### config.mk
export PLATFORM = sky130hd
export DESIGN_NAME = char_fetch_ctrl_flat
export DESIGN_NICKNAME = d
export VERILOG_FILES = /design/src/rtl/vt52_pkg.sv /design/src/rtl/char_fetch_ctrl_if.sv /design/src/rtl/pixel_shifter.sv /design/src/rtl/char_fetch_ctrl.sv /design/src/flat_wrapper.sv
export SDC_FILE = /design/constraint.sdc
export NUM_CORES = 1
export LEC_CHECK = 0
export BUFFER_PORTS_ARGS = -buffer_cell sky130_fd_sc_hd__buf_4
export CAP_MARGIN = 20
export CELL_PAD_IN_SITES_DETAIL_PLACEMENT = 0
export CELL_PAD_IN_SITES_GLOBAL_PLACEMENT = 1
export CORE_AREA = 2 2 104 106
export DETAILED_ROUTE_END_ITERATION = 7
export DIE_AREA = 0 0 106 108
export GPL_ROUTABILITY_DRIVEN = 0
export GPL_TIMING_DRIVEN = 0
export PLACE_DENSITY = 0.73
export RECOVER_POWER = 50
export SKIP_LAST_GASP = 1
export SYNTH_ARGS = -nofsm -noshare
export SYNTH_HDL_FRONTEND = slang
export SYNTH_SLANG_ARGS = --single-unit
### constraint.sdc
create_clock -name clk -period 1.9 [get_ports clk]
set_input_delay 0.285 -clock clk [delete_from_list [all_inputs] [get_ports clk]]
set_output_delay 0.285 -clock clk [all_outputs]
set_load 0.05 [all_outputs]
### src/rtl/vt52_pkg.sv
// Shared definitions for the text-mode character fetch path: geometry defaults,
// address widths, fetch FSM states and the font ROM address composition.
// Latency: n/a (package). Backpressure: n/a.
package vt52_pkg;

    localparam int COLS_DEF   = 80;   // characters per text row
    localparam int ROWS_DEF   = 24;   // text rows
    localparam int CHAR_W_DEF = 8;    // pixels per character cell

    localparam int BUF_AW  = 11;      // character buffer address width
    localparam int FONT_AW = 12;      // font ROM address width
    localparam int CODE_W  = 8;       // character code / font byte width
    localparam int COL_W   = 7;
    localparam int ROW_W   = 5;
    localparam int LINE_W  = 4;       // scanline within a character cell

    typedef enum logic [1:0] {
        IDLE     = 2'd0,
        PREFETCH = 2'd1,
        ACTIVE   = 2'd2
    } fetch_state_t;

    // Font ROM is organised as 16 scanlines per glyph, glyph-major.
    function automatic logic [FONT_AW-1:0] font_addr_of(input logic [CODE_W-1:0] code,
                                                        input logic [LINE_W-1:0] line);
        return {code, line};
    endfunction

endpackage

### src/rtl/char_fetch_ctrl_if.sv
// Bundle between the character fetch controller and its surroundings: line
// request from video timing, buffer/font ROM read ports, cursor state, pixel out.
// Latency: n/a (wires only). Backpressure: none; everything is fixed-rate.
// master: the fetch controller (drives ROM/buffer addresses and pixel stream).
// slave : the environment (timing generator, memories, pixel sink).
interface char_fetch_ctrl_if;
    import vt52_pkg::*;

    logic                  line_start;
    logic [ROW_W-1:0]      text_row;
    logic [LINE_W-1:0]     char_line;
    logic [BUF_AW-1:0]     buf_addr;
    logic [CODE_W-1:0]     buf_data;
    logic [FONT_AW-1:0]    font_addr;
    logic [CODE_W-1:0]     font_data;
    logic                  cursor_en;
    logic                  cursor_blink;
    logic [COL_W-1:0]      cursor_col;
    logic [ROW_W-1:0]      cursor_row;
    logic                  pixel;
    logic                  pixel_valid;
    logic                  line_done;

    modport master (
        input  line_start, text_row, char_line, buf_data, font_data,
               cursor_en, cursor_blink, cursor_col, cursor_row,
        output buf_addr, font_addr, pixel, pixel_valid, line_done
    );

    modport slave (
        output line_start, text_row, char_line, buf_data, font_data,
               cursor_en, cursor_blink, cursor_col, cursor_row,
        input  buf_addr, font_addr, pixel, pixel_valid, line_done
    );

endinterface

### src/rtl/pixel_shifter.sv
// 8-bit MSB-first pixel shift register with a next-byte holding register.
// Latency: out shows the loaded byte's MSB the cycle after load; zeros shift in.
// Backpressure: none; load/shift/capture are strobes from the fetch sequencer.
// Ports: clr (sync clear both regs), cap/cap_dat (fill holding reg),
//        load (load_direct ? direct_dat : holding reg), shift, out (MSB).
module pixel_shifter (
    input  logic       clk,
    input  logic       rst_n,
    input  logic       clr,
    input  logic       cap,
    input  logic [7:0] cap_dat,
    input  logic       load,
    input  logic       load_direct,
    input  logic [7:0] direct_dat,
    input  logic       shift,
    output logic       out
);

    logic [7:0] shreg_q;
    logic [7:0] next_q;

    always_ff @(posedge clk or negedge rst_n) begin
        if (!rst_n) begin
            shreg_q <= '0;
            next_q  <= '0;
        end else if (clr) begin
            shreg_q <= '0;
            next_q  <= '0;
        end else begin
            if (cap)
                next_q <= cap_dat;
            if (load)
                shreg_q <= load_direct ? direct_dat : next_q;
            else if (shift)
                shreg_q <= {shreg_q[6:0], 1'b0};   // zero fill covers cells wider than 8
        end
    end

    assign out = shreg_q[7];

endmodule

### src/rtl/char_fetch_ctrl.sv
// Character-cell fetch sequencer for one scanline: buffer read -> font ROM read -> pixel serializer.
// Latency: line_start at t gives first pixel at t+5, line_done at t+5+COLS*CHAR_W.
// Backpressure: none; fixed-rate, one font access per CHAR_W pixels, line_start restarts at any time.
// Ports: clk, rst_n (async active-low), bus (char_fetch_ctrl_if.master: line request,
//        buffer/font read ports, cursor state, pixel/pixel_valid/line_done).
module char_fetch_ctrl
    import vt52_pkg::*;
#(
    parameter int COLS   = COLS_DEF,
    parameter int ROWS   = ROWS_DEF,
    parameter int CHAR_W = CHAR_W_DEF
) (
    input  logic              clk,
    input  logic              rst_n,
    char_fetch_ctrl_if.master bus
);

    localparam int CNT_W = $clog2(CHAR_W);   // also holds the 0..3 prefetch step (CHAR_W >= 5)

    fetch_state_t       state_q, state_d;
    logic [CNT_W-1:0]   cnt_q;
    logic [COL_W-1:0]   col_q;               // column currently being displayed
    logic [ROW_W-1:0]   row_q;
    logic [LINE_W-1:0]  line_q;
    logic [BUF_AW-1:0]  row_base_q;
    logic [BUF_AW-1:0]  buf_addr_q;
    logic [FONT_AW-1:0] font_addr_q;
    logic               line_done_q;

    logic [ROW_W-1:0]   row_clamped;
    logic [BUF_AW-1:0]  start_base;
    logic [COL_W-1:0]   next_col;
    logic               last_pix, last_col;
    logic               hit_col0, hit_next;
    logic               sh_load, sh_load_direct, sh_cap, sh_shift, sh_out;

    assign row_clamped = (32'(bus.text_row) >= ROWS) ? ROW_W'(ROWS - 1) : bus.text_row;
    assign start_base  = BUF_AW'(row_clamped) * BUF_AW'(COLS);
    assign next_col    = col_q + COL_W'(1);
    assign last_pix    = (cnt_q == CNT_W'(CHAR_W - 1));
    assign last_col    = (col_q == COL_W'(COLS - 1));

    // Cursor inversion is applied as a byte enters the shifter path, keyed by
    // the column that byte belongs to (col 0 in prefetch, col+1 otherwise).
    assign hit_col0 = bus.cursor_en & bus.cursor_blink & (bus.cursor_row == row_q)
                    & (bus.cursor_col == '0);
    assign hit_next = bus.cursor_en & bus.cursor_blink & (bus.cursor_row == row_q)
                    & (bus.cursor_col == next_col);

    // State register
    always_ff @(posedge clk or negedge rst_n) begin
        if (!rst_n)
            state_q <= IDLE;
        else
            state_q <= state_d;
    end

    // Next state and shifter strobes
    always_comb begin
        state_d        = state_q;
        sh_load        = 1'b0;
        sh_load_direct = 1'b0;
        sh_cap         = 1'b0;
        sh_shift       = 1'b0;
        case (state_q)
            IDLE: ;
            PREFETCH: begin
                // step 3: col 0 font byte is on font_data, goes straight to the shifter
                if (cnt_q == CNT_W'(3)) begin
                    state_d        = ACTIVE;
                    sh_load        = 1'b1;
                    sh_load_direct = 1'b1;
                end
            end
            ACTIVE: begin
                sh_shift = 1'b1;
                sh_cap   = (cnt_q == CNT_W'(3)) && !last_col;
                if (last_pix) begin
                    if (last_col)
                        state_d = IDLE;
                    else
                        sh_load = 1'b1;
                end
            end
            default: state_d = IDLE;
        endcase
        // A new request always wins, including mid-line (abort without line_done).
        if (bus.line_start)
            state_d = PREFETCH;
    end

    // Counters and fetch addresses
    always_ff @(posedge clk or negedge rst_n) begin
        if (!rst_n) begin
            cnt_q       <= '0;
            col_q       <= '0;
            row_q       <= '0;
            line_q      <= '0;
            row_base_q  <= '0;
            buf_addr_q  <= '0;
            font_addr_q <= '0;
            line_done_q <= 1'b0;
        end else begin
            line_done_q <= 1'b0;
            if (bus.line_start) begin
                row_q      <= row_clamped;
                line_q     <= bus.char_line;
                row_base_q <= start_base;
                buf_addr_q <= start_base;          // col 0 address out at t+1
                cnt_q      <= '0;
                col_q      <= '0;
            end else begin
                case (state_q)
                    PREFETCH: begin
                        cnt_q <= cnt_q + CNT_W'(1);
                        if (cnt_q == CNT_W'(1))
                            font_addr_q <= font_addr_of(bus.buf_data, line_q);
                        if (cnt_q == CNT_W'(3)) begin
                            cnt_q <= '0;
                            // col 1 address must be out during pixel 0 of col 0
                            if (COLS > 1)
                                buf_addr_q <= row_base_q + BUF_AW'(1);
                        end
                    end
                    ACTIVE: begin
                        cnt_q <= cnt_q + CNT_W'(1);
                        // buf_data for col+1 arrives at pixel 1
                        if (cnt_q == CNT_W'(1) && !last_col)
                            font_addr_q <= font_addr_of(bus.buf_data, line_q);
                        if (last_pix) begin
                            cnt_q <= '0;
                            if (last_col) begin
                                line_done_q <= 1'b1;
                            end else begin
                                col_q <= next_col;
                                // next character (col+2) address, unless col+1 is the last one
                                if (col_q != COL_W'(COLS - 2))
                                    buf_addr_q <= row_base_q + BUF_AW'(col_q) + BUF_AW'(2);
                            end
                        end
                    end
                    default: ;
                endcase
            end
        end
    end

    pixel_shifter u_shifter (
        .clk         (clk),
        .rst_n       (rst_n),
        .clr         (bus.line_start),
        .cap         (sh_cap),
        .cap_dat     (bus.font_data ^ {8{hit_next}}),
        .load        (sh_load),
        .load_direct (sh_load_direct),
        .direct_dat  (bus.font_data ^ {8{hit_col0}}),
        .shift       (sh_shift),
        .out         (sh_out)
    );

    assign bus.buf_addr    = buf_addr_q;
    assign bus.font_addr   = font_addr_q;
    assign bus.pixel_valid = (state_q == ACTIVE);
    assign bus.pixel       = (state_q == ACTIVE) & sh_out;
    assign bus.line_done   = line_done_q;

endmodule

### src/flat_wrapper.sv
// flat-port wrapper written by rule: the top's interface ports become plain ports
module char_fetch_ctrl_flat import vt52_pkg::*;
#(
    parameter int COLS   = COLS_DEF,
    parameter int ROWS   = ROWS_DEF,
    parameter int CHAR_W = CHAR_W_DEF
)
  (clk, rst_n, bus_line_start, bus_text_row, bus_char_line, bus_buf_data, bus_font_data, bus_cursor_en, bus_cursor_blink, bus_cursor_col, bus_cursor_row, bus_buf_addr, bus_font_addr, bus_pixel, bus_pixel_valid, bus_line_done);
  char_fetch_ctrl_if bus_i ();
  input  logic clk;
  input  logic rst_n;
  input wire logic [$bits(bus_i.line_start)-1:0] bus_line_start;
  input wire logic [$bits(bus_i.text_row)-1:0] bus_text_row;
  input wire logic [$bits(bus_i.char_line)-1:0] bus_char_line;
  input wire logic [$bits(bus_i.buf_data)-1:0] bus_buf_data;
  input wire logic [$bits(bus_i.font_data)-1:0] bus_font_data;
  input wire logic [$bits(bus_i.cursor_en)-1:0] bus_cursor_en;
  input wire logic [$bits(bus_i.cursor_blink)-1:0] bus_cursor_blink;
  input wire logic [$bits(bus_i.cursor_col)-1:0] bus_cursor_col;
  input wire logic [$bits(bus_i.cursor_row)-1:0] bus_cursor_row;
  output wire logic [$bits(bus_i.buf_addr)-1:0] bus_buf_addr;
  output wire logic [$bits(bus_i.font_addr)-1:0] bus_font_addr;
  output wire logic [$bits(bus_i.pixel)-1:0] bus_pixel;
  output wire logic [$bits(bus_i.pixel_valid)-1:0] bus_pixel_valid;
  output wire logic [$bits(bus_i.line_done)-1:0] bus_line_done;
  assign bus_i.line_start = bus_line_start;
  assign bus_i.text_row = bus_text_row;
  assign bus_i.char_line = bus_char_line;
  assign bus_i.buf_data = bus_buf_data;
  assign bus_i.font_data = bus_font_data;
  assign bus_i.cursor_en = bus_cursor_en;
  assign bus_i.cursor_blink = bus_cursor_blink;
  assign bus_i.cursor_col = bus_cursor_col;
  assign bus_i.cursor_row = bus_cursor_row;
  assign bus_buf_addr = bus_i.buf_addr;
  assign bus_font_addr = bus_i.font_addr;
  assign bus_pixel = bus_i.pixel;
  assign bus_pixel_valid = bus_i.pixel_valid;
  assign bus_line_done = bus_i.line_done;
  char_fetch_ctrl #(.COLS(COLS), .ROWS(ROWS), .CHAR_W(CHAR_W)) u_core (.clk(clk), .rst_n(rst_n), .bus(bus_i));
endmodule
---- Word level (Yosys, flattened, before mapping) ----
Cells that the tools add are included.
storage, ports and cells
  bits in registers ....................... 68
  output and inout port bits .............. 26
  logic and storage cells ................. 99
cells by class
  add/subtract/negate cells ............... 5
  $mul .................................... 1
  magnitude comparators ................... 1
  eq/ne operators ......................... 18
  muxes and demuxes ....................... 40
  bitwise logic cells ..................... 8
  reduce and logical (&&, ||, !) cells .... 15
operators by type and width
  kind                   count
  $mux 11                5
  $mux 8                 6
  $mux 7                 4
  $mux 12                2
  $pmux 12 s2            1
  $pmux 11 s2            1
  $xor 8x8->8            2
  $ne 3x2->1 const B     4
  $add 11x1->11 const B  1
  $add 11x2->11 const B  1
  $add 11x7->11          1
  $mux 1                 10
  $mux 3                 3
  $mux 2                 4
  $reduce_and 4->1       2
  $reduce_bool 2->1      4
  $add 7x1->7 const B    1
  $eq 7x7->1             1
  $eq 7x7->1 const B     1
  $logic_not 7->1        1
  $mul 5x3->7 const B    1
  $ne 7x7->1 const B     1
  $pmux 2 s3             1
  $pmux 3 s2             1
  other kinds (21)       29

---- Logic depth before layout (Yosys ltp) ----
Gate-level depths: netlist of run 1.
  depth in word-level cells ............... 7
  mapped depth ............................ 10
  depth with buffers taken out ............ 10

---- By module ----
From an unflattened synthesis of run 1, not the netlist that was laid out.
unflattened totals
  cells, all modules ...................... 381
  area, all modules ....................... 3890.0 um2
modules (own cells, without submodules)
  module           times used  cells each  area each (um2)
  char_fetch_ctrl  1           317         3125.5
  pixel_shifter    1           64          764.5

---- Worst setup path after synthesis of run 1 ----
No wires, ideal clock.
  kind .................................... reg-to-output
  start point ............................. register u_core.state_q[0]
  end point ............................... output bus_pixel
  data arrival time ....................... 2021 ps
  required time ........................... 1615 ps
  path slack .............................. -406 ps
  stages on the path, launching flop included .. 6
  buffers on the path ..................... 2
  cell sequence ........................... dfrtp_1 inv_1 ha_1 buf_2 buf_1 and2_1
on the way
  cells in the longest elaborated chain, start to end .. 2
RTL lines
  item                      RTL line                text
  start: declaration        char_fetch_ctrl.sv:20   fetch_state_t state_q, state_d;
  start signal: assignment  char_fetch_ctrl.sv:55   state_q <= state_d;
  $eq 2x2->1                --
  via bus_pixel_valid       flat_wrapper.sv:24      output wire logic [$bits(bus_i.pixel_valid)-1:0] bus_pixel_valid;
  $and 1x1->1               char_fetch_ctrl.sv:164  assign bus.pixel = (state_q == ACTIVE) & sh_out;
  end: declaration          flat_wrapper.sv:23      output wire logic [$bits(bus_i.pixel)-1:0] bus_pixel;
The timed path passes the listed nets, and every way through them passes these cells.

==> results.md, run 1 <==
* Outcome: complete, but fails checks
* Failing checks: capacitance limit, slew limit, setup timing
* Slew @ Worst Pin at 1710 ps
* Fin crit share at 102%
* Max-slew violations at 67
* Clk_skew at 6.66 ps
* Worst min path class: in2reg
* Vias in the first global route at 3586
* Clk Latency, worst-skew pair at 350 ps
* Sum of negative setup slack at -52.9 ps
* Most frequent cells in the layout: 93 x buf_4, 62 x dfrtp_1, 32 x nor2_1
* DR iter-0 viols at 156
* Antenna-violating nets left at 0
* Max-cap violations at 1
* Vias at 3558
* Number of buffer cells added on primary ports at 67
* CTS Sinks at 66
* Seq/Total Area, Yosys at 41.2%
* Die ar. at between 0.01 and 0.015 mm2
* Drt wl/cell at roughly 17 um
* CTS tree: yes
* Fin nets at 572
* Leak Pwr at ~2.4 nW
* Initial antenna violation count at 0
* Die width at 106 um
* Share of layout cells above drive strength 1 at 40.7%
* R2R setup slack at -30 ps
* Core area at 0.0102 mm2
* H-tree levels at 3
* Clock Pin Slew Worst Setup and Hold Paths at 80 ps
* Post-route cell area at 0.00563 mm2
* Post-route minimum period at 1930 ps
* Final setup fails at 2
* CP top delay family: simple AND/OR/NAND/NOR gates
* TritonCTS Buffers at 9
* P per Cell Area at between 1000 and 1500 mW/mm2
* WP buf/inv at 0
* Area grow syn2layout at 40.2%
* Gr usage total at 19.8%
* Mapped cell area at 0.00401 mm2
* Starting Density at 39.2%
* Unique cell type count in the Yosys netlist at 57
* Root Buffer: clkbuf_8
* Reg2Reg Depth at 6
* Synth Warn # at 0
* CP endpoint: u_core.bus.buf_addr[10]
* Max incr delay on CP at ~440 ps
* Worst r2r src: u_core.row_q[0]
* Slack of the critical path at -34.7 ps
* Syn Inst Count at 399
* DP HPWL at 7480 um
* DRT Wirelength at around 11000 um
* Remaining Overflow, GRT at 0
* WP depth at 6
* Drt drc at 0
* Worst EP arrival at between 2000 and 2500 ps
* Most common cell after layout, fill and taps aside: buf_4
* CP Launch Point: u_core.row_q[0]
* Number of flops mapped to enable cells by yosys at 0
* Peak Freq at between 500 and 600 MHz
* CP max stage cell: dfrtp_2
* First-pass GRT wire length at about 18000 um
* Pin count of the biggest net entering global routing at 67
* Kind of critical path: reg2reg
* FF-to-FF End: u_core.bus.buf_addr[10]
* Layout Cells excl Fill at 650
* Die Y-Extent at 108 um
* Diode count at 0
* Top-Level Pins at 68
* RSZ-0062 raised after global routing: true
* Slew HR at -14.1%
* Maximum root-to-sink buffer count at 2
* Post-place instance area at 0.00478 mm2
* Crit start category: register
* Crit path capture type: register
* Critical path cell sequence: ha_4 -> a41o_1 -> or3_4 -> nand4_1 -> mux2_2 -> o31ai_2
* Critical Path RT at about 2200 ps
* Setup WS pre-CTS at -346 ps
* # rows at 37
* Synth Flop Type: dfrtp_1
* VDD IR max at ~0.00095 V
* Via density at 5.47
* DR pass1 iterations at 4
* Flops & latches, synth at 66
* Final hold vios at 0
* Async SR Flop Fraction at 100%
* Post-Place Cells at 602
* Crit path max fanout at 3
* Mapped Nets at 461
* Syn Area/Cell at 10.1 um2
* Hold WS at 158 ps
worst min path at each step:
stage | startpoint | to | slack (ps) | cells after the start
floorplan | rst_n | u_core.bus.buf_addr[0] | -10 | 0
detailed placement | rst_n | u_core.bus.buf_addr[7] | 460 | 1
finish | bus_buf_data[5] | u_core.bus.font_addr[9] | 160 | 2
global placement | rst_n | u_core.bus.buf_addr[7] | 460 | 1
CTS | rst_n | u_core.row_q[3] | 70 | 1
global route | bus_buf_data[5] | u_core.bus.font_addr[9] | 140 | 2
report_power, final:
part	leakage, nW	total, mW	switching [mW]	internal (mW)
registers	0.838	1.91	0.190	1.72
clock network	0.123	1.57	0.573	0.998
logic	1.46	2.84	1.70	1.14
total	2.42	6.32	2.46	3.86
flip-flops by register name (all words and copies together), names as in the netlist:
| signal | cells |
|---|---|
| u_core.bus.font_addr | 12 |
| u_core.bus.buf_addr | 11 |
| u_core.u_shifter.next_q | 8 |
| u_core.u_shifter.shreg_q | 8 |
| u_core.col_q | 7 |
| u_core.row_base_q | 5 |
| u_core.row_q | 5 |
| u_core.line_q | 4 |
| u_core.cnt_q | 3 |
| u_core.state_q | 2 |
| u_core.bus.line_done | 1 |
cells in the mapped netlist (4+ instances only):
cell type | instances | area (um2)
a211oi_1 | 4 | 30.0
a21oi_1 | 14 | 70.1
a22oi_1 | 7 | 52.6
a31oi_1 | 4 | 25.0
a32oi_1 | 9 | 78.8
and2_1 | 9 | 56.3
buf_2 | 6 | 30.0
buf_6 | 5 | 56.3
dfrtp_1 | 66 | 1650
ha_1 | 19 | 238
inv_1 | 14 | 52.6
mux2_2 | 25 | 282
nand2_1 | 26 | 97.6
nand2b_1 | 9 | 56.3
nand3_1 | 13 | 65.1
nand4_1 | 13 | 81.3
nor2_1 | 33 | 124
nor2b_1 | 5 | 31.3
o211ai_1 | 8 | 60.1
o21ai_0 | 11 | 55.1
o22ai_1 | 8 | 50.1
o31ai_1 | 5 | 37.5
xnor2_1 | 22 | 193
xor2_1 | 11 | 96.3
final cells by class:
cell class | count | area (um2)
well taps | 136 | 170
fillers | 915 | 4610
multi-input cells | 298 | 2540
repair buffers | 103 | 776
flip-flops and latches | 66 | 1660
plain buffers | 18 | 174
clock buffers | 10 | 128
inverters | 14 | 52.6
clock inverters | 5 | 128
kinds of logic (layout without fill, tap and decap cells):
group	Yosys count	count (layout)	synth area share [%]
simple gates	128	128	16.6
compound gates	90	90	16.4
flops	66	66	41.2
buf+inv	35	150	4.74
xor+xnor	33	33	7.20
mux	27	27	7.55
fa+ha+maj	20	20	6.42
worst register-to-register path: cells and delay by family (launching register included):
kind                     cells  cell delay [ps]
adder cells (fa/ha/maj)      1              270
AO/OA/AOI/OAI                2              360
flip-flops                   1              440
multiplexers                 1              340
AND/OR/NAND/NOR              2              440
metal layers:
metal  global-route usage [%]  routed length (um)  vias up
met5                        0                   0        -
met4                     6.86                 171        0
li1                         -                   -     1673
met3                     4.82                 602       15
met2                     31.6                5290      112
met1                     26.4                4850     1758
metrics by stage:
step	util, %	total power, mW
3_5_place_dp	46.7	4.37
5_1_grt	55.0	6.65
4_1_cts	51.6	6.17
3_3_place_gp	46.7	4.34
2_1_floorplan	-	3.64
6_report	55.0	6.32
repair_timing:
| item | CTS | global route |
|---|---|---|
| hold buffers | 0 | 0 |
| pin swaps | 9 | 27 |
| gates resized for setup | 36 | 39 |
| setup buffers | 13 | 22 |
| gates cloned | 1 | 0 |
| endpoints found under the setup margin | 41 | 34 |
(Power assumes the default switching activity.)
==> inputs of run 2 (changes only) <==
--- a/config.mk
+++ b/config.mk
@@ -9,12 +9,12 @@
 export CAP_MARGIN = 20
 export CELL_PAD_IN_SITES_DETAIL_PLACEMENT = 0
 export CELL_PAD_IN_SITES_GLOBAL_PLACEMENT = 1
-export CORE_AREA = 2 2 104 106
+export CORE_AREA = 2 2 79 138
 export DETAILED_ROUTE_END_ITERATION = 7
-export DIE_AREA = 0 0 106 108
+export DIE_AREA = 0 0 81 140
 export GPL_ROUTABILITY_DRIVEN = 0
 export GPL_TIMING_DRIVEN = 0
-export PLACE_DENSITY = 0.73
+export PLACE_DENSITY = 0.74
 export RECOVER_POWER = 50
 export SKIP_LAST_GASP = 1
 export SYNTH_ARGS = -nofsm -noshare
==> results.md, run 2 (synthesis results as in run 1) <==
* Critical path cell sequence: buf_4 -> a41o_1 -> or3_4 -> nand4_1 -> mux2_4 -> o31ai_4
* CP top delay family: simple AND/OR/NAND/NOR gates
* Clk_skew at 8.97 ps (+2.31 ps)
* Drt drc at 0 (unchanged)
* Drt wl/cell at 19.0 um (+13%)
* Failing checks: capacitance limit, slew limit, setup timing
* Cts hold-fix bufs at 0 (unchanged)
* Top-Level Pins at 68 (unchanged)
* Gr usage total at 21.8% (+2.0 points)
* Post-route minimum period at 1950 ps (+13.5 ps)
* Post-Place Cells at 593 (-1.5%)
* Final hold vios at 0 (unchanged)
* Diode count at 0 (unchanged)
* Clk Latency, worst-skew pair at 340 ps (about the same)
* Worst EP arrival at 2190 ps (-20 ps)
* Core area at 0.0102 mm2 (-0.53%)
* RSZ-0062 raised after global routing: true
* Crit path max fanout at 6 (+3)
* Post-place instance area at 0.00477 mm2 (-0.24%)
* # rows at 49 (+32%)
* Die Y-Extent at 140 um (+30%)
* Initial antenna violation count at 0 (unchanged)
* Fin crit share at 103% (+0.71 points)
* Via density at 5.56 (+1.5%)
* Slack of the critical path at -48.1 ps (-13.5 ps)
* Slew @ Worst Pin at 1700 ps (-9.40 ps)
* Final setup fails at 11 (+9)
* Pin count of the biggest net entering global routing at 67 (unchanged)
* DR pass1 iterations at 4 (unchanged)
* Layout Cells excl Fill at 631 (-2.9%)
* WP buf/inv at 1 (+1)
* Crit start category: register
* DRT Wirelength at 12000 um (+9.7%)
* Most common cell after layout, fill and taps aside: buf_4
* P per Cell Area at 1150 mW/mm2 (+2.0%)
* Worst min path class: in2reg
* Max incr delay on CP at 470 ps (+30 ps)
* Max-slew violations at 67 (unchanged)
* Peak Freq at 513 MHz (-0.69%)
* H-tree levels at 3 (unchanged)
* Max reg flops at 12 (unchanged)
* CTS tree: yes
* TritonCTS Buffers at 9 (unchanged)
* VDD IR max at 0.00120 V (+26%)
* Post-route cell area at 0.00564 mm2 (+0.29%)
* Leak Pwr at 2.44 nW (+0.97%)
* Remaining Overflow, GRT at 0 (unchanged)
* Critical Path RT at 2140 ps (-30 ps)
* Clock Pin Slew Worst Setup and Hold Paths at 60 ps (-20 ps)
* DR iter-0 viols at 128 (-18%)
* Share of layout cells above drive strength 1 at 41.3% (+0.61 points)
* Kind of critical path: reg2reg
* CP max stage cell: dfrtp_2
* Most frequent cells in the layout: 87 x buf_4, 62 x dfrtp_1, 32 x nor2_1
* Area grow syn2layout at 40.6%
* Die width at 81 um (-24%)
* Starting Density at 39.4% (+0.21 points)
* Die ar. at 0.0113 mm2 (-0.94%)
* Vias in the first global route at 3718 (+3.7%)
* Max-cap violations at 1 (unchanged)
* Root Buffer: clkbuf_16
* CTS Sinks at 66 (unchanged)
* Slew HR at -13.5% (+0.63 points)
* First-pass GRT wire length at 18700 um (+4.5%)
* Antenna-violating nets left at 0 (unchanged)
* DP HPWL at 8510 um (+14%)
* Fin nets at 561 (-1.9%)
* Crit path capture type: register
* Outcome: complete, but fails checks
* Number of buffer cells added on primary ports at 67 (unchanged)
* Maximum root-to-sink buffer count at 2 (unchanged)
* Vias at 3506 (-1.5%)
-- run 2: cell count changes in the layout (fill, tap and decap cells not counted), sizes merged --
cell,before,now
buf,112,102
clkbuf,19,16
bufinv,4,1
clkdlybuf4s15,0,1
clkinv,0,2
clkinvlp,1,2
inv,14,16
-- run 2: cell type report --
type	instances	area, um2
inverter	14	52.6
timing repair buffer	92	742
fill	929	4540
buffer	18	161
multi-input combinational	298	2570
clock inverter	7	76.3
tap	127	159
clock buffer	9	225
sequential	66	1660
-- run 2: metal layers --
metal  up-vias  global-route usage, %  routed length, um
met5         -                      0                  0
met4         0                   11.7                349
met3        21                   2.96                377
met1      1730                   23.1               4350
li1       1657                      -                  -
met2        98                   39.9               6880
-- run 2: power by group --
| part | switching [mW] | internal, mW | total [mW] |
|---|---|---|---|
| Clock | 0.662 | 1.02 | 1.69 |
| Combinational | 1.71 | 1.14 | 2.85 |
| Sequential | 0.205 | 1.72 | 1.93 |
-- run 2: repair_timing --
item                       CTS  global route
cloned                       2             1
setup endpoints to repair   42            39
gates resized for setup     39            33
pin swaps                   12            20
setup buffers               14             8
-- run 2: final timing paths --
check | start | end | slack, ps | cells past startpoint
max | u_core.col_q[1] | u_core.bus.buf_addr[10] | -50 | 6
min | bus_buf_data[2] | u_core.bus.font_addr[6] | 180 | 2
max reg2reg | u_core.col_q[1] | u_core.bus.buf_addr[10] | -50 | 6
min reg2reg | u_core.u_shifter.shreg_q[0] | u_core.u_shifter.shreg_q[0] | 490 | 2
max in group asynchronous | rst_n | u_core.col_q[1] | 380 | 1
min in group asynchronous | rst_n | u_core.u_shifter.next_q[6] | 380 | 1
-- run 2: worst reg2reg max path: stages (launching register included) --
cell and delay, ps:
dfrtp_2 470, buf_4 160, a41o_1 250, or3_4 340, nand4_1 150, mux2_4 330
o31ai_4 170
-- run 2: metrics by stage --
step	setup slack, ps	TNS [ps]	power (mW)	hold WS [ps]	util, %
finish	-48.1	-263	6.47	176	55.4
global route	-116	-1250	6.79	171	55.4
CTS	-79.9	-531	6.35	98.2	52.6
detailed placement	-309	-9490	4.41	457	46.8
global placement	-284	-8270	4.36	455	46.8
floorplan	3.39	0	3.64	-10.6	-
==> inputs of run 3 (changes only) <==
--- a/config.mk
+++ b/config.mk
@@ -15,7 +15,7 @@
 export GPL_ROUTABILITY_DRIVEN = 0
 export GPL_TIMING_DRIVEN = 0
 export PLACE_DENSITY = 0.74
-export RECOVER_POWER = 50
+export RECOVER_POWER = 100
 export SKIP_LAST_GASP = 1
 export SYNTH_ARGS = -nofsm -noshare
 export SYNTH_HDL_FRONTEND = slang
==> results.md, run 3 (synthesis results as in run 1) <==
* Most frequent cells in the layout: 62 x dfrtp_1, 61 x buf_4, 32 x nor2_1
* Drt wl/cell at 18.9 um (-0.49%)
* Area grow syn2layout at 37.8%
* Critical Path RT at 2150 ps (about the same)
* FF-to-FF End: u_core.bus.buf_addr[10]
* GR peak layer: met2
* # rows at 49 (unchanged)
* DR pass1 iterations at 5 (+1)
* Outcome: complete, but fails checks
* Die ar. at 0.0113 mm2 (unchanged)
* H-tree levels at 3 (unchanged)
* Slew HR at -12.8% (+0.69 points)
* DP HPWL at 8510 um (unchanged)
* Remaining Overflow, GRT at 0 (unchanged)
* DR iter-0 viols at 144 (+13%)
* Most common cell after layout, fill and taps aside: dfrtp_1
* Die width at 81 um (unchanged)
* Maximum root-to-sink buffer count at 2 (unchanged)
* Crit start category: register
* Clk_skew at 10.6 ps (+1.61 ps)
* Crit path max fanout at 6 (unchanged)
* Combinational fraction of design power at 42.4% (-1.7 points)
* Crit path capture type: register
* GR Util met3 at 2.96% (unchanged)
* Vias at 3492 (-0.40%)
* Fin crit share at 102% (-0.10 points)
* Top-Level Pins at 68 (unchanged)
* Final setup fails at 10 (-1)
* Clock Pin Slew Worst Setup and Hold Paths at 60 ps (about the same)
* Max-slew violations at 67 (unchanged)
* Psw at 2.57 mW (-0.57%)
* Post-Place Cells at 593 (unchanged)
* Fin nets at 561 (unchanged)
* Reg2Reg Depth at 6 (unchanged)
* Antenna-violating nets left at 0 (unchanged)
* P per Cell Area at 1130 mW/mm2 (-1.3%)
* Max-cap violations at 1 (unchanged)
* Drt drc at 0 (unchanged)
* Core area at 0.0102 mm2 (unchanged)
* Failing checks: capacitance limit, slew limit, setup timing
* Peak Freq at 514 MHz (+0.10%)
* Clock Power Share at 26.9% (+0.8 points)
* Vias in the first global route at 3718 (unchanged)
* CTS Sinks at 66 (unchanged)
* Slew @ Worst Pin at 1690 ps (-10.4 ps)
* Slack of the critical path at -46.1 ps (+1.99 ps)
* First-pass GRT wire length at 18700 um (unchanged)
* Gr usage total at 21.8% (unchanged)
* Initial antenna violation count at 0 (unchanged)
* Beginning of the worst hold path: bus_buf_data[5]
* Root Buffer: clkbuf_16
* Final hold vios at 0 (unchanged)
* Pin count of the biggest net entering global routing at 67 (unchanged)
* Diode count at 0 (unchanged)
* Net Sw Frac at 41.0% (+1.1 points)
* Leak Pwr at 2.35 nW (-3.9%)
* Worst min path class: in2reg
* R2R setup slack at -50 ps (about the same)
* CTS tree: yes
* Hold WS at 173 ps (-2.98 ps)
* Worst EP arrival at 2190 ps (about the same)
* Met2 Use GR at 39.9% (unchanged)
* Register share of total power at 30.7% (+0.9 points)
* Share of layout cells above drive strength 1 at 35.9% (-5.4 points)
* Die Y-Extent at 140 um (unchanged)
* Via density at 5.53 (-0.40%)
* DRT Wirelength at 11900 um (-0.49%)
* WHS Path Cells at 2 (unchanged)
* RSZ-0062 raised after global routing: true
* Layout Cells excl Fill at 631 (unchanged)
* Starting Density at 39.4% (unchanged)
* Worst Hold End: u_core.bus.font_addr[9]
* Number of buffer cells added on primary ports at 67 (unchanged)
* Sum of negative setup slack at -233 ps (+30.2 ps)
* Kind of critical path: reg2reg
* Overall Power at 6.25 mW (-3.3%)
* M1 GR Usage at 23.1% (unchanged)
* Clk Latency, worst-skew pair at 340 ps (about the same)
* TritonCTS Buffers at 9 (unchanged)
* Pint at 3.69 mW (-5.1%)
* Max reg flops at 12 (unchanged)
* Cts hold-fix bufs at 0 (unchanged)
* VDD IR max at 0.00111 V (-7.4%)
* Post-route minimum period at 1950 ps (-1.99 ps)
* Worst r2r src: u_core.col_q[1]
[run 3: worst max path at each step]
stage,cells past startpoint,end,slack (ps),start
after CTS,6,u_core.bus.buf_addr[10],-80,u_core.row_q[0]
after detailed placement,8,u_core.u_shifter.shreg_q[6],-310,u_core.state_q[1]
after global routing,8,u_core.bus.buf_addr[7],-110,u_core.state_q[0]
after floorplan,9,u_core.bus.buf_addr[9],3,bus_text_row[1]
after global placement,11,u_core.bus.buf_addr[9],-280,bus_text_row[4]
final,6,u_core.bus.buf_addr[10],-50,u_core.col_q[1]
[run 3: cell type report]
class                           count  area, um2
Fill cell                         955       4650
Multi-Input combinational cell    298       2560
Sequential cell                    66       1660
Timing Repair Buffer               92        639
Clock buffer                        9        225
Buffer                             18        159
Tap cell                          127        159
Clock inverter                      7       76.3
Inverter                           14       52.6
[run 3: per-stage QoR]
step | setup slack [ps] | area [um2] | utilization (%)
3_3_place_gp | -284 | 4770 | 46.8
5_1_grt | -110 | 5530 | 54.3
2_1_floorplan | 3.39 | 4100 | -
4_1_cts | -79.9 | 5350 | 52.6
6_report | -46.1 | 5530 | 54.3
3_5_place_dp | -309 | 4770 | 46.8
[run 3: worst max-delay path, cell delays in order (launching register included)]
cell	delay [ps]
dfrtp_2	460
buf_4	160
a41o_1	250
or3_4	340
nand4_1	150
mux2_4	330
o31ai_4	170
[run 3: what timing repair did]
item                                    in CTS  in global routing
pin swaps                                   12                 20
setup buffers                               14                  8
resized for setup                           39                 33
endpoints found under the setup margin      42                 39
cloned                                       2                  1
[run 3: power groups by stage]
stage / clock network [mW] / registers, mW / logic [mW]
2_1_floorplan: 0 / 2.66 / 0.983
3_3_place_gp: 0 / 1.93 / 2.43
6_report: 1.68 / 1.92 / 2.65
4_1_cts: 1.72 / 1.92 / 2.71
5_1_grt: 1.79 / 1.97 / 2.82
3_5_place_dp: 0 / 1.95 / 2.47
[run 3: routing by layer]
metal  wire (um)  vias up
met4         361        0
met1        4340     1721
met5           0        -
li1            -     1657
met3         355       24
met2        6850       90
